## config.mk

```make
export PLATFORM = sky130hd
export DESIGN_NAME = stm_gain_sweep
export DESIGN_NICKNAME = d
export VERILOG_FILES = /design/src/rtl/stm_gain_sweep.sv
export SDC_FILE = /design/constraint.sdc
export NUM_CORES = 1
export LEC_CHECK = 0
export ABC_AREA = 1
export CORE_MARGIN = 2
export CORE_UTILIZATION = 55
export CTS_CLUSTER_DIAMETER = 200
export DETAILED_ROUTE_END_ITERATION = 8
export DONT_BUFFER_PORTS = 1
export HOLD_SLACK_MARGIN = 0.06
export PLACE_DENSITY = 0.78
export SLEW_MARGIN = 30
export SYNTH_ARGS = -nofsm -noshare
export SYNTH_HDL_FRONTEND = slang
export SYNTH_SLANG_ARGS = --single-unit
```

## constraint.sdc

```tcl
create_clock -name CLK -period 2.7 [get_ports CLK]
set_input_delay 0.54 -clock CLK [delete_from_list [all_inputs] [get_ports CLK]]
set_output_delay 0.54 -clock CLK [all_outputs]
set_load 0.05 [all_outputs]
```

## src/rtl/stm_gain_sweep.sv

```systemverilog
// stm_gain_sweep
// Reads one gain frame from the gain-STM memory port and streams it to the
// drive pipeline. On START, the index and segment are latched and GAIN_ADDR
// sweeps 0..DEPTH-1. A short (valid, addr) delay line lines up each issued
// address with its VALUE word, which arrives MEM_LATENCY cycles later. The
// matching 16-bit lane is then registered onto INTENSITY/PHASE/TR_IDX.
// A START that arrives while busy is held in a one-deep pending slot, where
// the newest request replaces any older one. That request launches on the
// DONE edge, so consecutive sweeps run with no idle gap in BUSY.
module stm_gain_sweep #(
  parameter int DEPTH       = 249,
  parameter int MEM_LATENCY = 2
) (
  input  logic        CLK,
  input  logic        RST,
  input  logic        START,
  input  logic [9:0]  IDX_IN,
  input  logic        SEGMENT_IN,
  output logic [9:0]  GAIN_IDX,
  output logic [7:0]  GAIN_ADDR,
  output logic        SEGMENT,
  input  logic [63:0] VALUE,
  output logic [7:0]  INTENSITY,
  output logic [7:0]  PHASE,
  output logic [7:0]  TR_IDX,
  output logic        DOUT_VALID,
  output logic        BUSY,
  output logic        DONE
);

  localparam logic [7:0] LAST_ADDR = 8'(DEPTH - 1);

  typedef enum logic [1:0] {
    IDLE  = 2'd0,
    ISSUE = 2'd1,
    DRAIN = 2'd2
  } state_t;

  state_t state;

  // One-deep request slot, filled by START while a sweep is running.
  logic       pend_valid;
  logic [9:0] pend_idx;
  logic       pend_seg;

  // Delay line: stage MEM_LATENCY-1 lines up with the VALUE word on the bus.
  logic [MEM_LATENCY-1:0] pipe_valid;
  logic [7:0]             pipe_addr [MEM_LATENCY];

  logic       tail_valid;
  logic [7:0] tail_addr;
  logic [15:0] lane_word;

  // Next sweep to launch at the DONE edge. A START in that same cycle wins.
  logic       next_valid;
  logic [9:0] next_idx;
  logic       next_seg;

  assign tail_valid = pipe_valid[MEM_LATENCY-1];
  assign tail_addr  = pipe_addr[MEM_LATENCY-1];

  assign next_valid = START | pend_valid;
  assign next_idx   = START ? IDX_IN     : pend_idx;
  assign next_seg   = START ? SEGMENT_IN : pend_seg;

  // Sweep control: state, address counter, latched request and BUSY.
  // NOTE: every state register uses non-blocking assignment, so all of them
  // update together at the edge and no block can see another's new value.
  always_ff @(posedge CLK or posedge RST) begin
    if (RST) begin
      state     <= IDLE;
      GAIN_IDX  <= 10'd0;
      SEGMENT   <= 1'b0;
      GAIN_ADDR <= 8'd0;
      BUSY      <= 1'b0;
    end else begin
      case (state)
        IDLE: begin
          if (START) begin
            state     <= ISSUE;
            GAIN_IDX  <= IDX_IN;
            SEGMENT   <= SEGMENT_IN;
            GAIN_ADDR <= 8'd0;
            BUSY      <= 1'b1;
          end
        end
        ISSUE: begin
          if (GAIN_ADDR == LAST_ADDR) begin
            state     <= DRAIN;
            GAIN_ADDR <= 8'd0;
          end else begin
            GAIN_ADDR <= GAIN_ADDR + 8'd1;
          end
        end
        DRAIN: begin
          // DONE marks the final output, so the sweep is over at this edge.
          if (DONE) begin
            if (next_valid) begin
              state     <= ISSUE;
              GAIN_IDX  <= next_idx;
              SEGMENT   <= next_seg;
              GAIN_ADDR <= 8'd0;
            end else begin
              state <= IDLE;
              BUSY  <= 1'b0;
            end
          end
        end
        default: begin
          state     <= IDLE;
          GAIN_ADDR <= 8'd0;
          BUSY      <= 1'b0;
        end
      endcase
    end
  end

  // Pending request slot: the newest START while busy wins. It is emptied at
  // the DONE edge because that edge launches it, or a same-cycle START.
  always_ff @(posedge CLK or posedge RST) begin
    if (RST) begin
      pend_valid <= 1'b0;
      pend_idx   <= 10'd0;
      pend_seg   <= 1'b0;
    end else if (state == DRAIN && DONE) begin
      pend_valid <= 1'b0;
    end else if (START && state != IDLE) begin
      pend_valid <= 1'b1;
      pend_idx   <= IDX_IN;
      pend_seg   <= SEGMENT_IN;
    end
  end

  // Delay line that follows each issued address through the memory latency.
  // NOTE: the delay line is reset even though it is storage. A stale valid
  // bit left over from an aborted sweep would otherwise emit a sample.
  always_ff @(posedge CLK or posedge RST) begin
    if (RST) begin
      pipe_valid <= '0;
      for (int i = 0; i < MEM_LATENCY; i++) pipe_addr[i] <= 8'd0;
    end else begin
      pipe_valid[0] <= (state == ISSUE);
      pipe_addr[0]  <= GAIN_ADDR;
      for (int i = 1; i < MEM_LATENCY; i++) begin
        pipe_valid[i] <= pipe_valid[i-1];
        pipe_addr[i]  <= pipe_addr[i-1];
      end
    end
  end

  // Lane select: each 64-bit word packs four transducers, lane = addr % 4.
  // NOTE: lane_word gets a default first, so no path leaves it unassigned
  // and no latch is inferred.
  always_comb begin
    lane_word = 16'd0;
    case (tail_addr[1:0])
      2'd0: lane_word = VALUE[15:0];
      2'd1: lane_word = VALUE[31:16];
      2'd2: lane_word = VALUE[47:32];
      2'd3: lane_word = VALUE[63:48];
      default: lane_word = 16'd0;
    endcase
  end

  // Output register. The data fields keep their last value while not valid.
  always_ff @(posedge CLK or posedge RST) begin
    if (RST) begin
      INTENSITY  <= 8'd0;
      PHASE      <= 8'd0;
      TR_IDX     <= 8'd0;
      DOUT_VALID <= 1'b0;
      DONE       <= 1'b0;
    end else begin
      DOUT_VALID <= tail_valid;
      DONE       <= tail_valid && (tail_addr == LAST_ADDR);
      if (tail_valid) begin
        INTENSITY <= lane_word[15:8];
        PHASE     <= lane_word[7:0];
        TR_IDX    <= tail_addr;
      end
    end
  end

endmodule

```

==> summary.md <==
| Metric | Value |
|---|---|
| Status | finished clean |
| Setup WS pre-CTS | 0.825 ns |
| Avg Cell Area, Syn | 7.87 µm² |
| TritonCTS Buffers | 9 |
| Final HPWL from detailed placement | 5730 µm |
| CTS resizes | 0 |
| Asr flop ratio synth | 100% |
| Final instance area | 3750 µm² |
| Post-CTS Setup Bufs | 0 |
| First-pass GRT wire length | 13200 µm |
| Layout cells sized above 1 | 6.40% |
| Pwr Density | 1260 nW/µm² |
| Max Clock Freq | 521 MHz |
| Vias/cell | 5.45 |
| Critical path peak fanout | 14 |
| Area delta synth->final | 6.61% |
| Sequential share of the synthesized area | 55.5% |
| Post-DP Area | 3590 µm² |
| Pin count of the biggest net entering global routing | 46 |
| Fin nets | 529 |
| Largest buffer count on any clock path | 2 |
| Initial antenna violation count | 0 |
| Drt drc | 0 |
| Clk slew on worst S/H paths | 0.08 ns |
| Yosys warnings | 0 |
| Startpoint type of the worst setup path | register |
| Max-Slew Margin vs Limit | 41.5% |
| Post-synth top area share | 55.5% |
| I/O pin cnt | 124 |
| Die footprint | 7050 µm² |
| WL final | 7960 µm |
| # fillers | 564 |
| Setup_tns | 0 ns |
| Primary FF master, synth | dfrtp_1 |
| Skew-Pair Late Insertion Delay | 0.34 ns |
| Worst Hold Class | primary input to async pin |
| Die W | 84.0 µm |
| Critical path class | register to register |
| Mapped Cells | 447 |
| Worst setup EP type | register |
| Vias in the first global route | 2809 |
| Register bit total from synthesis | 78 |
| Pre-Repair DR Iteration Count | 5 |
| Placer congestion estimate | 0.827 |
| RSZ-0062 raised after global routing | no |
| Antenna cells | 0 |
| Critical path required time | 2.98 ns |
| Total of max-cap violations | 0 |
| Total GRT Usage | 23.7% |
| Setup Viol. Count Final | 0 |
| Final worst-path cycle share | 71.1% |
| Hold_buf cts | 0 |
| Fin. Hold Viols | 0 |
| LEAKAGE | 0.00199 µW |
| Min cycle time layout | 1.92 ns |
| Leading area contributor after synthesis | dfrtp_1 |
| WL per Instance | 15.0 µm |
| Synth unique cells | 18 |
| Drt initial violations | 149 |
| I/O Buffers | 0 |
| Clock root cell | clkbuf_8 |
| CTS Sinks | 78 |
| Synth Cell Area | 3520 µm² |
| Top cells by count, synth | nand2_1, dfrtp_1, inv_1 |
| Syn_nets | 527 |
| Maximum vdd drop | 0.720 mV |
| Final ANT Viol Nets | 0 |
| CTS tree | built |
| Starting density of the core | 56.0% |
| Worst EP arrival | 2.20 ns |
| Pins Over Slew Limit | 0 |
| Die H | 84.0 µm |
| Fin worst setup slack | 0.781 ns |
| Most common cell in the netlist | nand2_1 |
| Via count | 2889 |
| Post-synth EDFFs | 0 |
| Least-Margin Pin Slew | 0.877 ns |
| Setup Skew | 0.0117 ns |
| Largest cells by area after synthesis | dfrtp_1, nand2_1, nand4_1, inv_1, nand3_1 |
| Core ar. | 6280 µm² |
| Overflow after GRT | 0 |
| H-tree depth | 3 |
| Cell Rows | 29 |
==> final timing paths <==
check	start	to	slack (ns)	cells past startpoint
max	state[0]$_DFFE_PP0P_	GAIN_IDX[6]$_DFFE_PP0P_	0.78	5
min in group CLK	START	BUSY$_DFFE_PP0P_	0.32	2
min reg2reg	pipe_addr[15]$_DFF_PP0_	tail_addr[7]$_DFF_PP0_	0.34	0
min	RST	PHASE[6]$_DFFE_PP0P_	0.12	1
max reg2reg	state[0]$_DFFE_PP0P_	GAIN_IDX[6]$_DFFE_PP0P_	0.78	5
max in group asynchronous	RST	TR_IDX[0]$_DFFE_PP0P_	1.94	2
==> area by class of cell <==
cell class / instances / area [µm²] / share of cell area (%)
Clock buffer: 9 / 124 / 3.30
Clock inverter: 6 / 38.8 / 1.03
Inverter: 30 / 114 / 3.04
Multi-Input combinational cell: 323 / 1360 / 36.3
Sequential cell: 78 / 1950 / 52.0
Tap cell: 77 / 96.3 / 2.57
Timing Repair Buffer: 7 / 65.1 / 1.73
==> worst max-delay path: stages (launching register included) <==
cell     delay (ns)
dfrtp_1        0.42
nor2_4         0.30
o21ai_0        0.19
a21oi_1        0.71
nand2_1        0.12
nand2_1        0.11
==> through the flow <==
stage	cells	power (µW)	hold slack [ns]	utilization [%]
floorplan	447	3710	0.331	-
global placement	515	3970	0.334	57.2
detailed placement	515	4030	0.336	57.2
CTS	530	4770	0.141	59.8
global route	530	5080	0.161	59.8
finish	530	4740	0.121	59.8
==> routing by layer <==
layer  share of wire (%)  global-route usage, %  vias up  wire length, µm
met2                  48                   38.8      134             3800
li1                    -                      -     1396                -
met4                 2.5                   9.82        0              201
met5                   0                      0        -                0
met3                  10                   8.31       18              792
met1                  40                   28.6     1341             3160
==> cell families (layout without fill, tap and decap cells) <==
family	after synthesis	in the layout	share of synthesized area, %
simple gates	302	302	35.1
flops	78	78	55.5
buf+inv	46	52	5.83
compound gates	19	19	2.84
fa+ha+maj	2	2	0.711
==> where the power goes <==
group | switching [µW] | total, µW | internal [µW]
clock network | 413 | 740 | 326
registers | 1110 | 2660 | 1550
logic | 929 | 1340 | 408
total | 2450 | 4740 | 2290
==> placed cells by master (no fill, tap or decap) <==
master      count
clkinvlp_4      2
nor2_1         16
nor2_4          1
or2_2           1
buf_4           6
clkinv_2        4
nand3_2         1
inv_6           1
nor2_2          3
o21ai_0        14
clkbuf_8        9
inv_1          28
o21bai_1        2
nand3_1        17
nand2_1       240
buf_12          1
clkinv_1        1
ha_1            2
a21oi_1         3
nand4_1        23
dfrtp_1        78
==> flip-flops by register name, summed over array words and instances, names as in the netlist, 8 cells and up <==
register and flops:
GAIN_IDX 10, TR_IDX 8, pipe_addr 8, PHASE 8, pend_idx 10, GAIN_ADDR 8, tail_addr 8, INTENSITY 8
Note: power is estimated with default switching activity, not from simulation.
